### config.mk
export PLATFORM = sky130hd
export DESIGN_NAME = mem_write_monitor
export DESIGN_NICKNAME = d
export VERILOG_FILES = /design/src/rtl/mem_write_monitor.sv
export SDC_FILE = /design/constraint.sdc
export NUM_CORES = 1
export LEC_CHECK = 0
export CORE_UTILIZATION = 40
export CTS_BUF_LIST = sky130_fd_sc_hd__clkbuf_4
export DETAILED_ROUTE_END_ITERATION = 10
export PLACE_DENSITY_LB_ADDON = 0.2
export SYNTH_ARGS = -nofsm -noshare
export SYNTH_HDL_FRONTEND = slang
export SYNTH_SLANG_ARGS = --single-unit
export TNS_END_PERCENT = 10
### constraint.sdc
create_clock -name clk -period 2.5 [get_ports clk]
set_clock_uncertainty 0.15 [all_clocks]
set_input_delay 0.25 -clock clk [delete_from_list [all_inputs] [get_ports clk]]
set_output_delay 0.25 -clock clk [all_outputs]
set_load 0.005 [all_outputs]
### src/rtl/mem_write_monitor.sv
// Pass/fail/hang checker for a core's data-memory write bus.
// The verdict is latched until reset, and the module also keeps write and cycle counters.
module mem_write_monitor #(
    parameter int unsigned WIDTH          = 32,
    parameter int unsigned WATCH_LO       = 90,
    parameter int unsigned WATCH_HI       = 120,
    parameter int unsigned PASS_ADR       = 100,
    parameter int unsigned PASS_DATA      = 25,
    parameter int unsigned IGNORE_ADR     = 96,
    parameter int unsigned TIMEOUT_CYCLES = 1000,
    parameter int unsigned CNT_WIDTH      = 16
) (
    input  logic                 clk,
    input  logic                 reset,
    input  logic                 MemWrite,
    input  logic [WIDTH-1:0]     DataAdr,
    input  logic [WIDTH-1:0]     WriteData,
    output logic                 Done,
    output logic                 Pass,
    output logic                 Fail,
    output logic                 Timeout,
    output logic [WIDTH-1:0]     FailAdr,
    output logic [WIDTH-1:0]     FailData,
    output logic [CNT_WIDTH-1:0] WriteCount,
    output logic [CNT_WIDTH-1:0] CycleCount
);

    localparam logic [CNT_WIDTH-1:0] CNT_MAX = '1;
    localparam logic                 TO_EN   = (TIMEOUT_CYCLES != 0);
    localparam logic [CNT_WIDTH-1:0] TO_LAST =
        CNT_WIDTH'((TIMEOUT_CYCLES == 0) ? 0 : TIMEOUT_CYCLES - 1);

    if (WATCH_LO >= WATCH_HI) begin : g_chk_window
        $error("mem_write_monitor: WATCH_LO must be below WATCH_HI");
    end
    if ((PASS_ADR <= WATCH_LO) || (PASS_ADR >= WATCH_HI)) begin : g_chk_pass_adr
        $error("mem_write_monitor: PASS_ADR must lie strictly inside the watch window");
    end
    if ((CNT_WIDTH < 32) && (64'(TIMEOUT_CYCLES) > (64'd1 << CNT_WIDTH))) begin : g_chk_timeout
        $error("mem_write_monitor: TIMEOUT_CYCLES does not fit the counter width");
    end

    typedef enum logic [1:0] {
        ST_RUN     = 2'd0,
        ST_PASS    = 2'd1,
        ST_FAIL    = 2'd2,
        ST_TIMEOUT = 2'd3
    } state_e;

    state_e                state_q, state_d;
    logic                  done_q, done_d;
    logic                  pass_q, pass_d;
    logic                  fail_q, fail_d;
    logic                  timeout_q, timeout_d;
    logic [WIDTH-1:0]      fail_adr_q, fail_adr_d;
    logic [WIDTH-1:0]      fail_data_q, fail_data_d;
    logic [CNT_WIDTH-1:0]  write_cnt_q, write_cnt_d;
    logic [CNT_WIDTH-1:0]  cycle_cnt_q, cycle_cnt_d;
    logic                  in_win;

    // Next-state, capture and counters; terminal states hold everything.
    always_comb begin
        state_d     = state_q;
        fail_adr_d  = fail_adr_q;
        fail_data_d = fail_data_q;
        write_cnt_d = write_cnt_q;
        cycle_cnt_d = cycle_cnt_q;
        in_win      = MemWrite && (DataAdr > WIDTH'(WATCH_LO)) && (DataAdr < WIDTH'(WATCH_HI));

        if (state_q == ST_RUN) begin
            if (cycle_cnt_q != CNT_MAX) cycle_cnt_d = cycle_cnt_q + CNT_WIDTH'(1);
            if (in_win && (write_cnt_q != CNT_MAX)) write_cnt_d = write_cnt_q + CNT_WIDTH'(1);

            if (in_win && (DataAdr == WIDTH'(PASS_ADR)) && (WriteData == WIDTH'(PASS_DATA))) begin
                state_d = ST_PASS;
            end else if (in_win && (DataAdr != WIDTH'(IGNORE_ADR))) begin
                state_d     = ST_FAIL;
                fail_adr_d  = DataAdr;
                fail_data_d = WriteData;
            end else if (in_win) begin
                state_d = ST_RUN;
            end else if (TO_EN && (cycle_cnt_q == TO_LAST)) begin
                state_d = ST_TIMEOUT;
            end
        end

        done_d    = (state_d != ST_RUN);
        pass_d    = (state_d == ST_PASS);
        fail_d    = (state_d == ST_FAIL);
        timeout_d = (state_d == ST_TIMEOUT);
    end

    always_ff @(posedge clk) begin
        if (reset) begin
            state_q     <= ST_RUN;
            done_q      <= 1'b0;
            pass_q      <= 1'b0;
            fail_q      <= 1'b0;
            timeout_q   <= 1'b0;
            fail_adr_q  <= '0;
            fail_data_q <= '0;
            write_cnt_q <= '0;
            cycle_cnt_q <= '0;
        end else begin
            state_q     <= state_d;
            done_q      <= done_d;
            pass_q      <= pass_d;
            fail_q      <= fail_d;
            timeout_q   <= timeout_d;
            fail_adr_q  <= fail_adr_d;
            fail_data_q <= fail_data_d;
            write_cnt_q <= write_cnt_d;
            cycle_cnt_q <= cycle_cnt_d;
        end
    end

    assign Done       = done_q;
    assign Pass       = pass_q;
    assign Fail       = fail_q;
    assign Timeout    = timeout_q;
    assign FailAdr    = fail_adr_q;
    assign FailData   = fail_data_q;
    assign WriteCount = write_cnt_q;
    assign CycleCount = cycle_cnt_q;

endmodule

== After elaboration in Yosys (flattened, before gate mapping) ==
Index checks and enable logic that the tools add are counted.

* Latch bits: 0
* Bits in writable memories: 0
* Memories: 0
* Flip-flop bits (word level): 102
* Output and inout port bits: 100
* Bits in read-only memories: 0

* Reduce and logical (&&, ||, !) cells: 11
* Shifts and indexed selects: 0
* Add/sub/neg operators: 2
* $lt $le $gt $ge: 2
* Muxes and demuxes: 5
* Multiply operators: 0
* Divide/modulo/power cells: 0
* Bitwise operators: 1
* Eq/ne operators: 9

{| class="wikitable"
|+ Operators by type and width
! operator !! number
|-
| adder 16 x 1 -> 16 bit (second input constant) || 2
|-
| equality test 32 x 5 -> 1 bit (second input constant) || 1
|-
| equality test 32 x 7 -> 1 bit (second input constant) || 1
|-
| > comparator 32 x 7 -> 1 bit (second input constant) || 1
|-
| < comparator 32 x 7 -> 1 bit (second input constant) || 1
|-
| inequality test 16 bit (second input constant) || 2
|-
| inequality test 32 x 7 -> 1 bit (second input constant) || 1
|-
| equality test 16 x 10 -> 1 bit (second input constant) || 1
|-
| two-way mux 2 bit || 5
|-
| logical AND 1 bit || 6
|-
| equality test 2 bit (second input constant) || 2
|-
| AND reduction 2 bit || 2
|-
| AND reduction 3 bit || 1
|-
| equality test 2 x 1 -> 1 bit (second input constant) || 1
|-
| logical NOT 2 bit || 1
|-
| nonzero test 2 bit || 1
|-
| inverter 1 bit || 1
|}

== Longest topological paths before layout ==
* Depth after elaboration: 8
* Mapped depth: 8
* Mapped depth without buffers: 7

== Least setup slack after synthesis ==
OpenSTA, ideal clock, no wires.

* Path type: in2reg
* Start: input DataAdr[10]
* End: register fail_adr_q[0] (netlist: FailAdr[0])
* Arrival: 2,216 ps
* Setup slack: 7 ps
* Library setup time: 128 ps
* Cell stages on the path: 8
* Cells stage by stage: nor4_2 -> nand3_1 -> or4_1 -> a2111oi_4 -> buf_6 -> buf_6 -> mux2i_1 -> nor2_1

* Word-level cells in the longest chain between the ends: 7

{| class="wikitable"
|+ Ends and longest elaborated chain
! element !! RTL line !! source
|-
| from (decl) || 16 || <nowiki>input logic [WIDTH-1:0] DataAdr,</nowiki>
|-
| > comparator 32 x 7 -> 1 bit || 68 || <nowiki>in_win = MemWrite && (DataAdr > WIDTH'(WATCH_LO)) && (DataAdr < WIDTH'(WATCH_HI));</nowiki>
|-
| logical AND 1 bit (2 in a row) || 68 ||
|-
| logical AND 1 bit (2 in a row) || 74 || <nowiki>if (in_win && (DataAdr == WIDTH'(PASS_ADR)) && (WriteData == WIDTH'(PASS_DATA))) begin</nowiki>
|-
| inverter 1 bit (no source line) || - ||
|-
| AND reduction 3 bit (no source line) * || - ||
|-
| to (signal assigned) || 110 || <nowiki>fail_adr_q <= fail_adr_d;</nowiki>
|-
| to (decl) || 55 || <nowiki>logic [WIDTH-1:0] fail_adr_q, fail_adr_d;</nowiki>
|}

Mark *: on every way between the ends. The rest lies on a longest branch, timed or not.
A chain may end at the register's enable or synchronous reset.

== Final worst setup path ==
* Start: input DataAdr[30]
* End: register fail_data_q[30] (netlist: FailData[30])

* Word-level cells in the longest chain between the ends: 7

{| class="wikitable"
|+ Ends and longest elaborated chain
! element !! RTL line !! source
|-
| > comparator 32 x 7 -> 1 bit || 68 ||
|-
| logical AND 1 bit (2 in a row) || 68 ||
|-
| logical AND 1 bit (2 in a row) || 74 ||
|-
| inverter 1 bit (no source line) || - ||
|-
| AND reduction 3 bit (no source line) * || - ||
|-
| to (signal assigned) || 111 || <nowiki>fail_data_q <= fail_data_d;</nowiki>
|-
| to (decl) || 56 || <nowiki>logic [WIDTH-1:0] fail_data_q, fail_data_d;</nowiki>
|}

Marked as above.

==> out/results.ini <==
[run_status]
status=finished clean

[placement]
place.gp.congestion=0.862
place_hpwl_mm=8.10
io_buffers=166
dp_slack_ps=-561

[clock_network]
clock_latency_ps=430
cts_tree=done
cts.root.buffer_cell=clkbuf_4
cts.sinks=102
cts_made_buffers=9
cts.clk_slew.worst_paths_ps=150
cts_max_level=3
clk_path_buf_depth=2

[timing]
worst_slew_pin_slew_ps=653
hold_violations=0
final-setup-viol-count=0
worst_slack_ps=48.3
period_share_pct=98.1
fmax_ghz=0.408
hold_ws_ps=167
drv_slew=0
worst_slew_margin_rel_pct=56.5
period_minus_slack_ps=2450
tns_ps=0

[global_route]
grt_max_degree=36
grt_pass1_vias=3646
antenna_found_initial=0
grt_pass1_wl_mm=16.7
grtUsageTotal_pct=20.3
grt-ovfl-total=0

[finish]
final_layout_size_suffix_gt1_share_pct=13.2
num-nets-final=714
antennaDiodeCount=0
area_growth_pct=63.3

[setup_path]
rr_worst_depth=7
r2r_slack_ps=150
reg2reg_to=CycleCount[15]
endpoint=FailData[30]
worst-path-buf-inv=4
critical-path-max-stage-delay_ps=530
critical_path_class=in -> reg
startpoint=DataAdr[30]
arrival_ps=2640
r2r_start=state_q[1]
critPathSlowestCell=or4_4
end_kind=flip-flop
crit_family=simple AND/OR/NAND/NOR gates
cp-start-kind=input pin
cpMostUsedCell=buf_6
worstPathMaxFanout=8
cp_cell_sequence=clkdlybuf4s50_1, or3_4, or4_4, a2111oi_4, buf_6, buf_6, clkbuf_16, mux2i_1, nor2_1
crit_cells=9
crit_required_ps=2690

[synthesis]
syn-cell-area_mm2=0.00405
postSynthAreaPerCell_um2=9.43
netlist_instances=429
syn_nets=498
yosysSeqAreaShare_pct=50.5
ys_warn_count=0
synth.distinct_cells=37
synth-seq-cells=102

[power]
p_seq_share_pct=57.4
p_int_mw=2.19
p_leak_nw=2.47
ir_drop_uv=265
power.density_mw_per_mm2=432
power_switching_share_pct=23.3
power_frac_clock_pct=34.5
p_sw_mw=0.665
pwr-share-comb_pct=8.2

[die]
die_h_um=103
ios=167
start_util_pct=41.4
rows=36
die_area_mm2=0.0105
core_area_mm2=0.00977
die_w_um=103

[route]
dr_total_vias=3891
postRouteAntennaNets=0
via_per_inst=4.97
drt_first_pass_iters=5
drt_wl_total_mm=11.8
drt_iter0_drc=127
drcViolationCount=0
wire_per_inst_um=15.0

[run]
maxCapViolCount=0

[worst_hold_path]
hp-class=in -> reg

-- per-layer routing --
| metal | track usage (%) | part of all wire, % | wire length (um) |
|---|---|---|---|
| met1 | 25.5 | 44 | 5130 |
| met2 | 33.8 | 48 | 5600 |
| met3 | 4.75 | 7.0 | 818 |
| met4 | 7.58 | 1.7 | 204 |
| met5 | 0 | 0 | 0 |
-- how the worst min path moves through the flow --
stage / from / end / slack [ps] / cells after the start
floorplan: WriteData[0] / FailData[0] / 250 / 2
global placement: FailAdr[28] / FailAdr[28] / 290 / 1
detailed placement: FailAdr[18] / FailAdr[18] / 290 / 1
CTS: reset / WriteCount[4] / 170 / 2
global route: reset / WriteCount[0] / 180 / 2
finish: reset / WriteCount[0] / 170 / 2
-- layout make-up --
type | instances | area, um2
Fill cell | 810 | 3170
Timing Repair Buffer | 222 | 2230
Sequential cell | 102 | 2040
Multi-Input combinational cell | 305 | 1980
Tap cell | 133 | 166
Clock inverter | 7 | 103
Clock buffer | 9 | 67.6
Inverter | 5 | 18.8
-- placed cells by master, fill, tap and decap left out, types with 2 or more instances in the layout --
cell / count
o21ai_0: 9
dlymetal6s2s_1: 15
o31ai_1: 2
clkbuf_16: 4
clkbuf_4: 9
buf_12: 2
inv_1: 5
nor3_1: 10
and3_1: 3
nor2_1: 80
nand3_1: 20
ha_1: 2
nor4_4: 3
inv_6: 3
clkdlybuf4s50_1: 150
nand2_1: 17
dfxtp_1: 102
nor4b_1: 3
buf_6: 5
xnor2_1: 4
buf_2: 2
a41oi_1: 2
nor4_1: 14
or3_1: 9
and2_1: 27
xor2_1: 15
a311oi_1: 2
mux2i_1: 39
a21oi_1: 11
nor4bb_1: 4
bufinv_16: 2
or4_1: 2
nor4b_4: 2
buf_4: 44
nand4_1: 11
-- flip-flops by register name, summed over array words and instances, names as in the netlist --
name,count
FailAdr,32
Timeout,1
state_q,2
Pass,1
WriteCount,16
FailData,32
Done,1
CycleCount,16
Fail,1
-- cells in the mapped netlist --
| cell type | instances | area [um2] |
|---|---|---|
| a2111oi_4 | 1 | 27.5 |
| a211oi_1 | 1 | 7.51 |
| a21boi_0 | 1 | 7.51 |
| a21o_1 | 1 | 7.51 |
| a21oi_1 | 11 | 55.1 |
| a221oi_1 | 1 | 8.76 |
| a311oi_1 | 2 | 17.5 |
| a31oi_1 | 1 | 6.26 |
| a41oi_1 | 2 | 17.5 |
| and2_1 | 27 | 169 |
| and3_1 | 3 | 18.8 |
| buf_4 | 2 | 15.0 |
| buf_6 | 2 | 22.5 |
| clkbuf_1 | 13 | 48.8 |
| dfxtp_1 | 102 | 2040 |
| ha_1 | 2 | 25.0 |
| inv_1 | 5 | 18.8 |
| mux2_2 | 1 | 11.3 |
| mux2i_1 | 40 | 400 |
| nand2_1 | 18 | 67.6 |
| nand3_1 | 21 | 105 |
| nand4_1 | 11 | 68.8 |
| nor2_1 | 80 | 300 |
| nor2b_1 | 1 | 6.26 |
| nor3_1 | 10 | 50.1 |
| nor4_1 | 16 | 100 |
| nor4_2 | 1 | 12.5 |
| nor4b_1 | 4 | 35.0 |
| nor4b_2 | 1 | 15.0 |
| nor4bb_1 | 4 | 40.0 |
| o21ai_0 | 9 | 45.0 |
| o31ai_1 | 2 | 15.0 |
| or2_2 | 1 | 6.26 |
| or3_1 | 10 | 62.6 |
| or4_1 | 3 | 22.5 |
| xnor2_1 | 4 | 35.0 |
| xor2_1 | 15 | 131 |
-- metrics by stage --
stage	util, %	std cells	area [um2]	power, mW
floorplan	-	429	4050	1.72
global placement	63.0	758	6160	1.89
detailed placement	63.0	758	6160	1.89
CTS	65.1	774	6360	2.87
global route	67.6	783	6600	2.96
finish	67.6	783	6600	2.86
-- repair_timing --
action,in CTS,in global routing
hold buffers,0,0
gates cloned,0,6
pin swaps,0,12
setup endpoints to repair,61,67
setup buffers,0,3
resized for setup,5,31
-- cell families after synthesis --
group           share of synthesized area [%]
simple gates                             26.7
flops                                    50.5
mux                                      10.2
compound gates                           5.32
buf+inv                                  2.60
xor+xnor                                 4.11
fa+ha+maj                               0.619
-- power groups by stage --
stage	logic [mW]	registers [mW]	clock network, mW
finish	0.233	1.64	0.985
detailed placement	0.219	1.67	0
CTS	0.224	1.64	1.01
floorplan	0.0476	1.67	0
global placement	0.216	1.67	0
global route	0.249	1.64	1.07
Note: power is estimated with default switching activity, not from simulation.
